`src/rtl/regfile_sb.sv`:
```
// Two-write / two-read register file with per-register lock bits (scoreboard),
// optional same-cycle write forwarding and an optional hard-wired zero register.
module regfile_sb #(
    parameter int WIDTH        = 16,
    parameter int DEPTH        = 16,
    parameter int SPECIAL_ADDR = DEPTH - 1,
    parameter bit BYPASS       = 1'b1,
    parameter bit R0_ZERO      = 1'b0
) (
    input  logic                     clk,
    input  logic                     reset,
    input  logic [$clog2(DEPTH)-1:0] raddr1,
    input  logic [$clog2(DEPTH)-1:0] raddr2,
    output logic [WIDTH-1:0]         rdata1,
    output logic [WIDTH-1:0]         rdata2,
    output logic                     busy1,
    output logic                     busy2,
    input  logic                     we1,
    input  logic                     we2,
    input  logic [$clog2(DEPTH)-1:0] waddr1,
    input  logic [$clog2(DEPTH)-1:0] waddr2,
    input  logic [WIDTH-1:0]         wdata1,
    input  logic [WIDTH-1:0]         wdata2,
    input  logic                     lock_en,
    input  logic [$clog2(DEPTH)-1:0] lock_addr,
    output logic                     lock_err,
    output logic [WIDTH-1:0]         special_data,
    output logic [$clog2(DEPTH)-1:0] special_addr
);
    localparam int AW = $clog2(DEPTH);

    logic [WIDTH-1:0] mem_q [DEPTH];
    logic [WIDTH-1:0] mem_d [DEPTH];
    logic [DEPTH-1:0] lock_q, lock_d;
    logic [DEPTH-1:0] clr_vec, set_vec;
    logic             lock_err_q, lock_err_d;
    logic             w1_ok, w2_ok, lk_ok;

    // Requests aimed at a hard-wired zero register are dropped up front.
    assign w1_ok = we1 && !(R0_ZERO && waddr1 == '0);
    assign w2_ok = we2 && !(R0_ZERO && waddr2 == '0);
    assign lk_ok = lock_en && !(R0_ZERO && lock_addr == '0);

    genvar gi;
    generate
        for (gi = 0; gi < DEPTH; gi++) begin : g_lock
            assign clr_vec[gi] = (w1_ok && waddr1 == AW'(gi)) || (w2_ok && waddr2 == AW'(gi));
            assign set_vec[gi] = lk_ok && lock_addr == AW'(gi);
            // A same-cycle lock beats the write's release (back-to-back reissue).
            assign lock_d[gi]  = set_vec[gi] || (lock_q[gi] && !clr_vec[gi]);
        end
    endgenerate

    always_comb begin
        for (int i = 0; i < DEPTH; i++) begin
            mem_d[i] = mem_q[i];
        end
        if (w1_ok) mem_d[waddr1] = wdata1;
        if (w2_ok) mem_d[waddr2] = wdata2;
    end

    assign lock_err_d = lk_ok && lock_q[lock_addr] && !clr_vec[lock_addr];

    always_ff @(posedge clk) begin
        if (reset) begin
            for (int i = 0; i < DEPTH; i++) begin
                mem_q[i] <= '0;
            end
            lock_q     <= '0;
            lock_err_q <= 1'b0;
        end else begin
            for (int i = 0; i < DEPTH; i++) begin
                mem_q[i] <= mem_d[i];
            end
            lock_q     <= lock_d;
            lock_err_q <= lock_err_d;
        end
    end

    // Three read ports: raddr1, raddr2 and the fixed special-register tap.
    logic [2:0][AW-1:0]    rd_addr;
    logic [2:0][WIDTH-1:0] rd_data;
    logic [1:0]            rd_busy;

    assign rd_addr[0] = raddr1;
    assign rd_addr[1] = raddr2;
    assign rd_addr[2] = AW'(SPECIAL_ADDR);

    generate
        for (gi = 0; gi < 3; gi++) begin : g_rd
            logic hit1, hit2;
            assign hit1 = BYPASS && w1_ok && waddr1 == rd_addr[gi];
            assign hit2 = BYPASS && w2_ok && waddr2 == rd_addr[gi];
            assign rd_data[gi] = (R0_ZERO && rd_addr[gi] == '0) ? '0 :
                                 hit2 ? wdata2 :
                                 hit1 ? wdata1 : mem_q[rd_addr[gi]];
        end
        for (gi = 0; gi < 2; gi++) begin : g_busy
            assign rd_busy[gi] = !(R0_ZERO && rd_addr[gi] == '0) && lock_q[rd_addr[gi]] &&
                                 !(BYPASS && clr_vec[rd_addr[gi]] && !set_vec[rd_addr[gi]]);
        end
    endgenerate

    assign rdata1       = rd_data[0];
    assign rdata2       = rd_data[1];
    assign special_data = rd_data[2];
    assign busy1        = rd_busy[0];
    assign busy2        = rd_busy[1];
    assign lock_err     = lock_err_q;
    assign special_addr = AW'(SPECIAL_ADDR);
endmodule

```
`config.mk`:
```
export PLATFORM = sky130hd
export DESIGN_NAME = regfile_sb
export DESIGN_NICKNAME = d
export VERILOG_FILES = /design/src/rtl/regfile_sb.sv
export SDC_FILE = /design/constraint.sdc
export NUM_CORES = 1
export LEC_CHECK = 0
export ABC_CLOCK_PERIOD_IN_PS = 2500
export BUFFER_PORTS_ARGS = -buffer_cell sky130_fd_sc_hd__buf_4
export CORE_MARGIN = 8
export CORE_UTILIZATION = 25
export CTS_CLUSTER_SIZE = 25
export DETAILED_ROUTE_END_ITERATION = 8
export PLACE_DENSITY = 0.46
export SYNTH_ARGS = -nofsm -noshare
export SYNTH_HDL_FRONTEND = slang
export SYNTH_SLANG_ARGS = --single-unit
```
`constraint.sdc`:
```
create_clock -name clk -period 2.5 [get_ports clk]
set_clock_uncertainty 0.1 [all_clocks]
set_input_delay 0 -clock clk [delete_from_list [all_inputs] [get_ports clk]]
set_output_delay 0 -clock clk [all_outputs]
set_load 0.05 [all_outputs]
```
==> flow_metrics.env, run 1 <==
export IMPL_wl_per_cell_um=27.5
export IMPL_dp_hpwl_mm=53.0
export IMPL_ys_flop_type="dfxtp_1"
export IMPL_worst_hold_slack_ns=0.0553
export IMPL_die_area_mm2=0.0815
export IMPL_clock_latency_ns=0.60
export IMPL_required_ns=2.40
export IMPL_die_y_um=286
export IMPL_die_w_um=286
export IMPL_pin_count=112
export IMPL_worstPathMaxFanout=17
export IMPL_globalplace_congestion=0.921
export IMPL_syn2layout_area_growth_pct=20.7
export IMPL_worst_path_buf_inv=3
export IMPL_synth_seq_area_share=0.301
export IMPL_core_rowCount=99
export IMPL_final_cells=3007
export IMPL_wl_met2_mm=38.7
export IMPL_slew_viol_final=0
export IMPL_vias_per_cell=5.75
export IMPL_violations="negative setup slack"
export IMPL_criticalPathCategory="primary input to output pin"
export IMPL_final_cell_mix="nor2_1 (299), dfxtp_1 (260), nand2_1 (214), mux4_2 (174), buf_4 (168)"
export IMPL_finalHoldViolCount=0
export IMPL_start_kind="primary input"
export IMPL_final_antenna_net_count=0
export IMPL_initial_core_util=0.251
export IMPL_firstDrtPassIters=5
export IMPL_synth_edf_count=0
export IMPL_fmax_mhz=397
export IMPL_grt_pass1_wl_mm=121
export IMPL_power_density_mw_per_mm2=517
export IMPL_core_area_mm2=0.0725
export IMPL_maxCapViolations=0
export IMPL_holdCritPathClass="primary input to register"
export IMPL_wl_met3_mm=5.99
export IMPL_grt_max_degree=85
export IMPL_clk_pin_slew_ns=0.06
export IMPL_wl_mm=82.8
export IMPL_cts_root_buf="clkbuf_16"
export IMPL_synth_seq_cells=273
export IMPL_antenna_found_initial=3
export IMPL_place_area_mm2=0.0200
export IMPL_rsz0062_at_grt="yes"
export IMPL_portBuffers=107
export IMPL_finalSetupViolations=1
export IMPL_netlist_area_mm2=0.0182
export IMPL_design_area_mm2=0.0219
export IMPL_asyncSetResetFlopFracSynth=0
export IMPL_drc=0
export IMPL_status="finished, violations left"
export IMPL_drt_met1_wl_mm=34.7
export IMPL_via_count=17300
export IMPL_syn_inst=1982
export IMPL_crit_chain="buf_4 > nor2b_1 > dlygate4sd3_1 > nand2_1 > o21ai_0 > nand3_1 > a21oi_1 > or4_4 > buf_8"
export IMPL_finalWorstSetupSlack_ns=-0.0185
export IMPL_worst_pin_slew_ns=0.876
export IMPL_drt_initial_drc_count=1653
export IMPL_period_minus_slack_ns=2.52
export IMPL_cts_max_level=1
export IMPL_cp_top_family="buffers and inverters"
export IMPL_cts_sinks=273
export IMPL_layout_nets=2081
export IMPL_syn_area_per_cell_um2=9.16
export IMPL_final_common_cell="nor2_1"
export IMPL_grt_use_total=0.195
export IMPL_slew_headroom=0.416
export IMPL_synth_distinct_cells=59
export IMPL_grt_pass1_vias=17000
export IMPL_place_inst=2883
export IMPL_vdd_ir_drop_max_mv=0.497
export IMPL_yosys_warnings=0
export IMPL_p_leak_nw=7.67
export IMPL_finalCritPeriodShare=1.01
export IMPL_cp_end_kind="output pin"
export IMPL_nFillCells=7455
export IMPL_tritoncts="built"
export IMPL_drive_gt1_frac=0.236
export IMPL_crit_path_max_incr_delay_ns=0.73
export IMPL_clockBufferDepth=3
export IMPL_top_layer="met5"
export IMPL_critPathArrivalTime_ns=2.42
export IMPL_cts_made_buffers=31
export IMPL_postCtsSetupBuffers=0
export IMPL_slowest_stage="dlygate4sd3_1"
export IMPL_overflow=0
-- state kept, by name, summed over array words and instances (netlist names) --
signal    flops
lock_err      1
lock_q       16
mem_q       256
-- path summary, 6_finish.rpt --
| check | start | to | slack (ns) | depth (start not counted) |
|---|---|---|---|---|
| worst max-delay path | lock_addr[1] | busy2 | -0.02 | 9 |
| worst max register to register | lock_q[3] | lock_err | 0.44 | 5 |
| worst min register to register | lock_q[12] | lock_q[12] | 0.39 | 2 |
| worst min-delay path | waddr1[3] | mem_q[0][4] | 0.06 | 5 |
-- worst min-delay path, delay by kind of cell --
family | cells | cell delay [ns]
simple gates | 2 | 0.20
buf+inv | 2 | 0.42
compound gates | 1 | 0.08
-- final cells by class --
cell class	count	area, um2	share of cell area
Clock inverter	7	81.3	0.00371
Sequential cell	273	5480	0.250
Tap cell	959	1200	0.0547
Antenna cell	2	5.00	0.000228
Inverter	3	11.3	0.000514
Clock buffer	48	900	0.0410
Multi-Input combinational cell	1444	11700	0.534
Timing Repair Buffer	271	2530	0.115
-- timing repair --
item,4_1_cts,5_1_grt
hold buffers,70,0
hold endpoints to repair,273,0
pin swaps,3,1
resized for setup,30,25
endpoints found under the setup margin,14,18
-- logic make-up after synthesis --
group,share of synthesized area
flip-flops,0.301
AND/OR/NAND/NOR,0.161
other,0.000207
buffers and inverters,0.0651
multiplexers,0.298
AO/OA/AOI/OAI,0.167
XOR/XNOR,0.00772
-- metal layers --
layer	up-vias	GRT usage
li1	7509	-
met2	872	0.317
met3	194	0.0298
met1	8707	0.259
met4	2	0.0809
met5	-	0
-- cells in the mapped netlist, types with 7 or more instances --
master	n	area [um2]
xor2_1	12	105
buf_4	18	135
o21ai_0	83	415
nand4_1	9	56.3
dfxtp_1	273	5470
a31oi_1	34	213
mux4_2	174	3920
nand3_1	63	315
nor2_1	303	1140
a211oi_1	130	976
buf_1	36	135
a311oi_1	112	981
nand2_1	217	815
buf_2	45	225
nor2b_1	25	156
mux2i_1	149	1490
a21oi_1	36	180
nand3b_1	10	75.1
buf_6	7	78.8
clkbuf_1	159	597
-- report_power, final --
group / total, mW / switching, mW / leakage [nW] / internal (mW)
registers: 4.61 / 0.117 / 2.22 / 4.49
clock network: 4.60 / 2.03 / 0.478 / 2.57
logic: 2.13 / 1.34 / 4.97 / 0.790
total: 11.3 / 3.49 / 7.67 / 7.85
-- metrics by stage --
| stage | TNS, ns | setup slack (ns) | total power [mW] | utilization |
|---|---|---|---|---|
| finish | -0.0185 | -0.0185 | 11.3 | 0.303 |
| global route | -0.217 | -0.0742 | 11.7 | 0.302 |
| CTS | -0.0638 | -0.0254 | 11.4 | 0.301 |
| detailed placement | 0 | 0.136 | 6.70 | 0.277 |
| global placement | 0 | 0.132 | 6.68 | 0.277 |
| floorplan | 0 | 0.224 | 5.97 | - |
Note: power is estimated with default switching activity, not from simulation.
==> inputs of run 2 (changes only) <==
- ABC_CLOCK_PERIOD_IN_PS: 2500 -> 3000
- clock period: 2.5 -> 3 ns (I/O delays scaled with it)
==> flow_metrics.env, run 2 (same netlist as run 1, synthesis figures left out) <==
export IMPL_finalCritPeriodShare=0.949
export IMPL_crit_path_max_incr_delay_ns=0.69
export IMPL_grt_max_degree=87
export IMPL_rsz0062_at_grt="no"
export IMPL_die_w_um=286
export IMPL_final_util=0.297
export IMPL_final_cells=2985
export IMPL_grt_pass1_wl_mm=118
export IMPL_clock_latency_ns=0.52
export IMPL_postCtsSetupBuffers=0
export IMPL_critPathArrivalTime_ns=2.75
export IMPL_initial_core_util=0.251
export IMPL_layout_nets=2056
export IMPL_die_y_um=286
export IMPL_wl_per_cell_um=26.5
export IMPL_syn2layout_area_growth_pct=18.6
export IMPL_pin_count=112
export IMPL_hold_end="lock_q[8]"
export IMPL_portBuffers=107
export IMPL_p_leak_nw=7.57
export IMPL_grt_pass1_vias=16900
export IMPL_die_area_mm2=0.0815
export IMPL_core_area_mm2=0.0725
export IMPL_regToRegSetupSlack_ns=0.83
export IMPL_slowest_stage="nor3b_1"
export IMPL_r2r_end="lock_err"
export IMPL_reg2reg_from="lock_q[1]"
export IMPL_clk_pin_slew_ns=0.06
export IMPL_setup_tns_final_ns=0
export IMPL_final_antenna_net_count=0
export IMPL_holdCritPathClass="primary input to register"
export IMPL_place_inst=2865
export IMPL_period_minus_slack_ns=2.85
export IMPL_drt_initial_drc_count=1678
export IMPL_vdd_ir_drop_max_mv=0.290
export IMPL_antenna_found_initial=3
export IMPL_firstDrtPassIters=6
export IMPL_top_register="mem_q"
export IMPL_largest_reg_flops=256
export IMPL_status="finished clean"
export IMPL_clockBufferDepth=3
export IMPL_start_kind="primary input"
export IMPL_globalplace_congestion=0.917
export IMPL_wl_mm=79.1
export IMPL_vias_per_cell=5.69
export IMPL_worst_hold_startpoint="waddr1[1]"
export IMPL_drc=0
export IMPL_power_density_mw_per_mm2=459
export IMPL_overflow=0
export IMPL_min_delay_path_depth=5
export IMPL_fmax_mhz=351
export IMPL_multi_input_area_mm2=0.0116
export IMPL_final_cell_mix="nor2_1 (299), dfxtp_1 (273), nand2_1 (216), mux4_2 (174), buf_4 (173)"
export IMPL_worstPathMaxFanout=9
export IMPL_dp_hpwl_mm=51.5
export IMPL_r2r_cells=5
export IMPL_cts_sinks=273
export IMPL_tritoncts="built"
export IMPL_via_count=17000
export IMPL_worst_pin_slew_ns=0.965
export IMPL_nFillCells=7492
export IMPL_crit_chain="dlygate4sd3_1 > buf_4 > nor3b_1 > nand3_1 > a211oi_1 > a2111oi_0 > a311o_1 > o41ai_1 > buf_4"
export IMPL_maxCapViolations=0
export IMPL_critPathMostFrequentCell="buf_4"
export IMPL_core_rowCount=99
export IMPL_final_common_cell="nor2_1"
export IMPL_finalSetupViolations=0
export IMPL_drive_gt1_frac=0.220
export IMPL_criticalPathCategory="primary input to output pin"
export IMPL_grt_use_total=0.188
export IMPL_required_ns=2.90
export IMPL_cts_max_level=2
export IMPL_cts_root_buf="clkbuf_16"
export IMPL_slew_viol_final=0
export IMPL_seqCellArea_mm2=0.00547
export IMPL_cp_end_kind="output pin"
export IMPL_cts_made_buffers=34
export IMPL_slew_headroom=0.355
export IMPL_finalHoldViolCount=0
[run 2: cell types whose count changed in the layout (fill, tap and decap cells not counted), sizes merged]
cell,change
inv,-1
clkinv,+3
dlygate4sd3,-13
buf,-15
bufinv,+1
clkbuf,+5
clkinvlp,-1
diode,-1
[run 2: report_power, final]
part	total (mW)	switching [mW]	internal [mW]
clock	4.37	1.73	2.64
combinational	1.69	1.08	0.609
sequential	3.83	0.0924	3.74
[run 2: layout make-up]
cell class	count	area share
Multi-Input combinational cell	1444	0.537
Sequential cell	273	0.254
Timing Repair Buffer	243	0.0986
Tap cell	959	0.0557
Clock buffer	53	0.0499
Clock inverter	9	0.00441
Inverter	3	0.000523
Antenna cell	1	0.000116
[run 2: worst max-delay path: cells and delay by family]
kind	cells	cell delay, ns
and+or+nand+nor	2	0.92
AOI/OAI and AO/OA	4	0.82
buffers and inverters	3	1.00
[run 2: worst max-delay path by stage]
stage | startpoint | end | slack (ns) | cells after the start
after detailed placement | raddr1[1] | rdata1[13] | 0.64 | 7
after global placement | raddr1[2] | rdata1[3] | 0.56 | 8
after floorplan | we1 | busy1 | 0.08 | 8
final | lock_addr[3] | busy1 | 0.15 | 9
after global routing | lock_addr[3] | busy1 | 0.09 | 9
after CTS | lock_addr[2] | busy2 | 0.10 | 10
[run 2: routing by layer]
metal / vias to the layer above / part of all wire / GRT usage
met3: 193 / 0.068 / 0.0319
met1: 8546 / 0.42 / 0.243
met2: 801 / 0.47 / 0.310
met4: 0 / 0.040 / 0.0738
met5: - / 0 / 0
li1: 7447 / - / -
[run 2: through the flow]
step	hold WS, ns	cell area, um2	power [mW]	setup WS, ns
floorplan	0.133	18200	4.98	0.0832
global placement	0.262	19800	5.52	0.563
detailed placement	0.258	19800	5.54	0.637
CTS	0.0253	21500	9.96	0.103
global route	0.0960	21500	10.2	0.0936
finish	0.0590	21500	9.89	0.152
[run 2: repair_timing]
item	CTS	global route
hold buffers	58	0
resized for setup	0	2
endpoints found under the hold margin	271	0
endpoints found under the setup margin	0	1
==> inputs of run 3 (changes only) <==
- CTS_BUF_LIST: default -> sky130_fd_sc_hd__clkbuf_4
==> flow_metrics.env, run 3 (same netlist as run 1, synthesis figures left out) <==
export IMPL_status="finished clean"
export IMPL_final_util=0.301
export IMPL_place_area_mm2=0.0198
export IMPL_clockBufferDepth=3
export IMPL_regToRegSetupSlack_ns=0.81
export IMPL_multi_input_area_mm2=0.0116
export IMPL_required_ns=2.90
export IMPL_drive_gt1_frac=0.241
export IMPL_grt_max_degree=87
export IMPL_wl_mm=81.0
export IMPL_cts_sinks=273
export IMPL_tritoncts="built"
export IMPL_maxCapViolations=0
export IMPL_die_area_mm2=0.0815
export IMPL_start_kind="primary input"
export IMPL_largest_reg_flops=256
export IMPL_fmax_mhz=346
export IMPL_initial_core_util=0.251
export IMPL_core_rowCount=99
export IMPL_die_w_um=286
export IMPL_clk_pin_slew_ns=0.07
export IMPL_criticalPathCategory="primary input to output pin"
export IMPL_drt_initial_drc_count=1555
export IMPL_critPathArrivalTime_ns=2.79
export IMPL_worst_pin_slew_ns=0.992
export IMPL_overflow=0
export IMPL_rsz0062_at_grt="no"
export IMPL_grt_pass1_wl_mm=120
export IMPL_globalplace_congestion=0.917
export IMPL_layout_nets=2139
export IMPL_seqCellArea_mm2=0.00547
export IMPL_design_area_mm2=0.0218
export IMPL_cts_root_buf="clkbuf_4"
export IMPL_slew_viol_final=0
export IMPL_grt_pass1_vias=17500
export IMPL_vias_per_cell=5.65
export IMPL_slew_headroom=0.337
export IMPL_setup_tns_final_ns=0
export IMPL_power_density_mw_per_mm2=433
export IMPL_pre_cts_ws_ns=0.637
export IMPL_clock_latency_ns=0.79
export IMPL_firstDrtPassIters=6
export IMPL_holdCritPathClass="primary input to register"
export IMPL_pin_count=112
export IMPL_finalHoldViolCount=0
export IMPL_antenna_found_initial=3
export IMPL_core_area_mm2=0.0725
export IMPL_grt_use_total=0.193
export IMPL_cts_max_level=3
export IMPL_worstPathMaxFanout=15
export IMPL_dp_hpwl_mm=51.5
export IMPL_final_common_cell="nor2_1"
export IMPL_final_cell_mix="nor2_1 (299), dfxtp_1 (273), nand2_1 (216), mux4_2 (174), buf_4 (173)"
export IMPL_wl_per_cell_um=26.1
export IMPL_period_minus_slack_ns=2.89
export IMPL_syn2layout_area_growth_pct=20.1
export IMPL_drc=0
export IMPL_top_register="mem_q"
export IMPL_cts_made_buffers=79
export IMPL_p_leak_nw=7.79
export IMPL_via_count=17600
export IMPL_fin_total_pwr_mw=9.45
export IMPL_finalWorstSetupSlack_ns=0.114
export IMPL_finalCritPeriodShare=0.962
export IMPL_nFillCells=7538
export IMPL_die_y_um=286
export IMPL_cp_end_kind="output pin"
export IMPL_vdd_ir_drop_max_mv=0.196
export IMPL_portBuffers=107
export IMPL_finalSetupViolations=0
export IMPL_final_antenna_net_count=0
==> run 3: cell types whose count changed in the layout (fill, tap and decap cells not counted) <==
cell	previous run	this run
clkbuf_4	0	117
dlygate4sd3_1	57	95
clkbuf_16	37	0
clkinv_1	0	17
clkbuf_8	9	0
clkbuf_1	7	0
clkinv_2	7	2
diode_2	1	4
inv_2	0	2
bufinv_16	2	3
clkinvlp_4	0	1
==> run 3: where the power goes <==
part | switching [mW] | total [mW] | internal [mW]
combinational | 1.10 | 1.74 | 0.637
clock | 1.84 | 3.88 | 2.04
sequential | 0.0924 | 3.83 | 3.74
total | 3.03 | 9.45 | 6.42
==> run 3: repair_timing <==
action,in CTS,in global routing
resized for setup,0,2
hold buffers,96,0
endpoints found under the setup margin,0,1
buffers inserted,0,0
endpoints found under the hold margin,273,0
==> run 3: layout make-up <==
| type | count | share of cell area |
|---|---|---|
| Multi-Input combinational cell | 1444 | 0.530 |
| Sequential cell | 273 | 0.251 |
| Timing Repair Buffer | 281 | 0.115 |
| Tap cell | 959 | 0.0550 |
| Clock buffer | 117 | 0.0403 |
| Clock inverter | 25 | 0.00820 |
| Inverter | 3 | 0.000516 |
| Antenna cell | 4 | 0.000459 |
==> run 3: metrics by stage <==
stage | hold slack, ns | std cells
floorplan | 0.133 | 1985
global placement | 0.262 | 2865
detailed placement | 0.258 | 2865
CTS | 0.00250 | 3103
global route | 0.0522 | 3103
finish | 0.0694 | 3106
==> run 3: path summary, 6_finish.rpt <==
kind,end,from,cells past startpoint
worst max-delay path,special_data[15],waddr2[3],6
worst min-delay path,mem_q[10][0],wdata2[0],4
worst max register to register,lock_err,lock_q[1],5
worst min register to register,mem_q[0][15],mem_q[0][15],2
==> run 3: metal layers <==
layer,wire (um),global-route usage,vias to the layer above,part of all wire
met4,3510,0.0890,0,0.043
li1,-,-,7656,-
met2,38000,0.313,877,0.47
met3,5920,0.0334,223,0.073
met5,0,0,-,0
met1,33600,0.248,8803,0.41
==> run 3: critical path, stage by stage <==
cell and delay (ns):
dlygate4sd3_1 0.54, buf_4 0.18, and3_1 0.25, nand3_1 0.71
a21oi_1 0.78, buf_4 0.31
